File: src/rtl/pll_phase_ctrl.sv
// PLL reset/lock sequencer with a valid/ready port for stepping or loading
// the dynamic phase (psda/dutyda) and fine delay (fdly) of the DDR PLL.
module pll_phase_ctrl #(
  parameter int RESET_CYCLES  = 16,
  parameter int LOCK_STABLE   = 1024,
  parameter int LOCK_TIMEOUT  = 65535,
  parameter int SETTLE_CYCLES = 32,
  parameter int DUTY_OFFSET   = 8,
  parameter int FDLY_INIT     = 0
) (
  input  logic       clkin,
  input  logic       resetn,
  input  logic       lock,
  input  logic       relock_req,
  input  logic       cmd_valid,
  output logic       cmd_ready,
  input  logic [1:0] cmd_op,
  input  logic [3:0] cmd_val,
  output logic       pll_reset,
  output logic [3:0] psda,
  output logic [3:0] dutyda,
  output logic [3:0] fdly,
  output logic       ready,
  output logic [7:0] relock_cnt
);

  localparam logic [2:0] ST_RST    = 3'd0;
  localparam logic [2:0] ST_WAIT   = 3'd1;
  localparam logic [2:0] ST_STABLE = 3'd2;
  localparam logic [2:0] ST_READY  = 3'd3;
  localparam logic [2:0] ST_SETTLE = 3'd4;

  // The WAIT_LOCK cycle that first sees lock_s=1 counts toward LOCK_STABLE.
  localparam int STB_LAST = (LOCK_STABLE >= 2) ? LOCK_STABLE - 2 : 0;

  localparam logic [15:0] RST_END = 16'(RESET_CYCLES - 1);
  localparam logic [15:0] TO_END  = 16'(LOCK_TIMEOUT - 1);
  localparam logic [15:0] STB_END = 16'(STB_LAST);
  localparam logic [15:0] SET_END = 16'(SETTLE_CYCLES - 1);
  localparam logic [3:0]  DUTY4   = 4'(DUTY_OFFSET);

  logic [1:0]  lock_ff;
  logic        lock_s;
  logic [2:0]  state, state_nxt;
  logic [15:0] timer, timer_nxt;
  logic [3:0]  psda_nxt, fdly_nxt;
  logic        cnt_inc;

  assign lock_s    = lock_ff[1];
  assign pll_reset = (state == ST_RST);
  assign ready     = (state == ST_READY);
  assign cmd_ready = (state == ST_READY) & lock_s & ~relock_req;

  always_comb begin
    state_nxt = state;
    timer_nxt = timer + 16'd1;
    psda_nxt  = psda;
    fdly_nxt  = fdly;
    cnt_inc   = 1'b0;
    case (state)
      ST_RST:
        if (timer == RST_END) state_nxt = ST_WAIT;
      ST_WAIT:
        if (relock_req) state_nxt = ST_RST;
        else if (lock_s) state_nxt = (LOCK_STABLE == 1) ? ST_READY : ST_STABLE;
        else if (timer == TO_END) begin
          state_nxt = ST_RST;
          cnt_inc   = 1'b1;
        end
      ST_STABLE:
        if (relock_req) state_nxt = ST_RST;
        else if (!lock_s) state_nxt = ST_WAIT;
        else if (timer == STB_END) state_nxt = ST_READY;
      ST_READY:
        if (!lock_s) begin
          state_nxt = ST_RST;
          cnt_inc   = 1'b1;
        end else if (relock_req) state_nxt = ST_RST;
        else if (cmd_valid) begin
          state_nxt = ST_SETTLE;
          case (cmd_op)
            2'd0:    psda_nxt = psda + 4'd1;
            2'd1:    psda_nxt = psda - 4'd1;
            2'd2:    psda_nxt = cmd_val;
            default: fdly_nxt = cmd_val;
          endcase
        end
      ST_SETTLE:
        if (!lock_s) begin
          state_nxt = ST_RST;
          cnt_inc   = 1'b1;
        end else if (relock_req) state_nxt = ST_RST;
        else if (timer == SET_END) state_nxt = ST_READY;
      default:
        state_nxt = ST_RST;
    endcase
    if (state_nxt != state) timer_nxt = 16'd0;
  end

  always_ff @(posedge clkin or negedge resetn) begin
    if (!resetn) begin
      lock_ff    <= 2'b00;
      state      <= ST_RST;
      timer      <= 16'd0;
      psda       <= 4'd0;
      dutyda     <= DUTY4;
      fdly       <= 4'(FDLY_INIT);
      relock_cnt <= 8'd0;
    end else begin
      lock_ff    <= {lock_ff[0], lock};
      state      <= state_nxt;
      timer      <= timer_nxt;
      psda       <= psda_nxt;
      dutyda     <= psda_nxt + DUTY4;
      fdly       <= fdly_nxt;
      if (cnt_inc && relock_cnt != 8'hff) relock_cnt <= relock_cnt + 8'd1;
    end
  end

endmodule
File: config.mk
export PLATFORM = sky130hd
export DESIGN_NAME = pll_phase_ctrl
export DESIGN_NICKNAME = d
export VERILOG_FILES = /design/src/rtl/pll_phase_ctrl.sv
export SDC_FILE = /design/constraint.sdc
export NUM_CORES = 1
export LEC_CHECK = 0
export CORE_ASPECT_RATIO = 0.75
export CORE_UTILIZATION = 35
export DETAILED_ROUTE_END_ITERATION = 8
export PLACE_DENSITY_LB_ADDON = 0.25
export REMOVE_ABC_BUFFERS = 1
export SLEW_MARGIN = 10
export SYNTH_ARGS = -nofsm -noshare
export SYNTH_HDL_FRONTEND = slang
export SYNTH_SLANG_ARGS = --single-unit
File: constraint.sdc
create_clock -name clkin -period 2.1 [get_ports clkin]
set_clock_uncertainty 0.15 [all_clocks]
set_input_delay 0.315 -clock clkin [delete_from_list [all_inputs] [get_ports clkin]]
set_output_delay 0.315 -clock clkin [all_outputs]
set_load 0.03 [all_outputs]
==> results.txt <==
For the number of antenna violations at the first check in global routing, the log shows 0. For the worst setup path, the data required time is 2.16 ns. The mean number of vias per cell was 5.08. After detailed routing, the total wire length is 5320 um.

The die covers 0.00641 sq mm. The commonest register cell after synthesis is dfrtp_1. For the pin with the worst max-slew slack, the measured transition is 0.306 ns.

Counting along the longest clock path gives a buffer depth of 2. Clock input transition at the sequential cells of the worst setup and hold paths: 0.08 ns. Setup repair after global routing could not meet its margin everywhere. The worst path uses 107% of the clock period. The die is 92.1 um wide.

At the worst endpoint, the arrival time is 2.30 ns. Yosys mapped a number of flops with a built-in enable equal to 0. The layout overhead on the synthesized area is 48.9%. TritonCTS built the clock tree.

In this run the core area contains 24 standard-cell rows. The logs give 38 for the number of sinks handled by clock tree synthesis and 36.4% for the starting utilization of the core area. The tightest min-delay check is of the input pin to asynchronous set/reset pin type. The startpoint identified for the worst register-to-register timing path is timer[0]. The count of nets left with antenna violations once routing finished came out at 0. The worst pin sits at a relative slew slack of 79.4%.

The finished layout holds 381 standard cells, fillers aside. The met3 layer usage reported by global route was 4.06%; the length in cells of the worst reg-to-reg path was 9. The tools report the total congestion overflow after global routing as 0. In this run the tool buffered the top-level ports with 33 buffer cells. The detailed router placed 1934 vias in this run.

For this run, design rule violations remaining after detail routing come to 0. Leaving out fill and tap cells, the most frequent cell in the layout is buf_4. The proportion of synthesized chip area in sequential cells is 44.7%. For met1 alone, demand over resource in global routing was 26.0%. The cell area after layout is 0.00317 sq mm.

The placed instances occupy a cell area of 0.00291 sq mm. Counting flops and latches in the post-synthesis netlist gives 38. For this run, the post-layout net count is 319. The cell total after placement was 371. The checks that failed: setup timing.

TritonCTS created 5 clock buffers. The post-layout total power is 1620 uW, and the slack of the critical path is -0.137 ns. During synthesis, Yosys emitted a total of 0 warnings. 0 antenna diodes ended up in the layout. The flow ran to the end, but the final reports show violations. The share of the core filled with cells is 54.2%, and the number of cells produced by synthesis is 219. The detailed router finished its first iteration with 91 violations. First-pass GRT wire length: 8780 um.

Of all nets on the critical path, the largest fanout is 4. The mapped netlist covers 0.00213 sq mm. From bottom edge to top edge, the die measures 69.6 um. At the end of routability-driven placement, the weighted congestion stood at 0.851. Setup slack on the worst reg-to-reg path comes out at -0.14 ns. The final-report max-slew violation count is 0. The tools report the via count of the first global-routing pass as 1830. The logs give 0.447 GHz for the maximum achievable frequency and 4 for the detailed-routing iteration count for the pre-antenna-repair pass. Global routing used 24.7% of the available met2 tracks. The tools report the number of distinct library cells after synthesis as 47. The logs give 23 for the total setup violations reported at the end of the flow and 0 for the max capacitance violation total. After synthesis, the share of flip-flops with an asynchronous set or reset is 100%. The sort of element at the end of the critical path was a flop. The static power due to leakage is 0.00146 uW. In the layout the commonest cells are buf_4, dfrtp_1, clkdlybuf4s50_1. The worst setup path is launched from a flop.

Global routing used 17.4% of the available tracks. The clock latency reported for the late side of the worst-skew pair is 0.29 ns. Dividing the detail-routed wire length by the instance count gives 14.0 um. The run gives 0 as the number of hold-slack violations in the final timing report. After floorplanning, the core was sized to cover 0.00586 sq mm. The run gives 2 as the maximum level of the CTS H-tree. Detailed placement finished with a half-perimeter wire length of 3840 um.

Across the VDD grid, the largest voltage drop is 0.342 mV. The root buffer cell chosen for the clock tree is clkbuf_8. Cells with a size suffix above 1 make up 31.0% of the layout.

The number of ports placed on the die boundary was 34; the final critical path time including I/O delays and setup was 2.24 ns. met1 is the most crowded layer. Dividing the synthesized area by the synthesized cell count gives 9.74 sq um. Before CTS, the worst setup slack after placement is -0.344 ns.

The launching element of the worst setup path was timer[0]. Entering global routing, the biggest net connects 37 pins. Areal power density over the cells: 511 mW/mm^2.

The startpoint-to-endpoint class of the critical path is flop to flop.
-- final timing paths --
path | endpoint
worst min-delay path | psda[3]
worst max register to register | relock_cnt[5]
max in group asynchronous | timer[0]
worst max-delay path | relock_cnt[5]
worst min register to register | lock_ff[1]
min in group clkin | lock_ff[1]
-- flip-flops by register name (all words and copies together) (netlist names) --
name / flops
dutyda: 4
fdly: 4
lock_ff: 2
psda: 1
relock_cnt: 8
state: 3
timer: 16
-- stage by stage --
stage               hold slack, ns  setup TNS, ns
floorplan                   -0.131         -0.690
global placement           -0.0261          -3.73
detailed placement         -0.0264          -4.15
CTS                          0.200          -1.24
global route                 0.209          -5.60
finish                       0.199          -2.74
-- cell families (layout without fill, tap and decap cells) --
group           after synthesis  after routing  synth area share (%)
simple gates                 98             98                  25.6
fa+ha+maj                     6              6                  3.87
buf+inv                      19            103                  4.34
flops                        38             38                  44.7
compound gates               32             32                  10.3
xor+xnor                     21             21                  8.63
mux                           5              5                  2.64
-- cell usage after synthesis, types with 2 or more instances --
cell type   n  share of area [%]
o22ai_1     4                1.2
o41ai_1     2               0.82
buf_4       3                1.1
xor2_1     13                5.3
nor3b_1     2               0.70
nand2b_1    3               0.88
mux2_2      5                2.6
and4_1      3                1.2
xnor2_1     8                3.3
ha_1        5                2.9
a21oi_1     4               0.94
and3_1      5                1.5
nand2_1    13                2.3
nor3_1     20                4.7
nor4_1      5                1.5
o31ai_1     3                1.1
nor3_2      2               0.94
nand3_1    11                2.6
nand4_1     6                1.8
inv_1       9                1.6
nor2b_1     5                1.5
o21ai_0     7                1.6
clkbuf_1    4               0.70
dfrtp_1    37                 43
buf_2       2               0.47
nor2_1     17                3.0
-- report_power, final --
part | internal [uW] | total, uW | switching (uW) | leakage, uW
Combinational | 160 | 314 | 154 | 0.000899
Clock | 265 | 517 | 252 | 0.0000482
Sequential | 767 | 792 | 24.8 | 0.000512
-- metal layers --
| layer | wire length, um | part of all wire, % | vias up |
|---|---|---|---|
| met4 | 54 | 1.0 | 0 |
| li1 | - | - | 961 |
| met1 | 2770 | 52 | 921 |
| met2 | 2250 | 42 | 45 |
| met5 | 0 | 0 | - |
| met3 | 243 | 4.6 | 7 |
-- what timing repair did --
action                                  CTS  global route
hold buffers                              1             0
endpoints found under the setup margin   26            27
hold endpoints to repair                 38             0
pin swaps                                 1            11
setup buffers                             2             1
gates resized for setup                  15            18
-- worst max-delay path, cell delays in order (launching register included) --
cell	delay (ns)
dfrtp_1	0.38
inv_1	0.06
ha_2	0.19
nand4_1	0.13
nor4_4	0.37
a211oi_2	0.12
a211o_1	0.30
buf_6	0.14
nor3_2	0.18
xor2_1	0.14
-- final cells by class --
| type | count | area (sq um) |
|---|---|---|
| multi-input combinational | 162 | 1230 |
| fill | 531 | 2680 |
| tap | 78 | 97.6 |
| clock buffer | 7 | 86.3 |
| inverter | 9 | 33.8 |
| clock inverter | 1 | 5.00 |
| sequential | 38 | 952 |
| timing repair buffer | 86 | 767 |
Power figures use the tool's default switching activity.
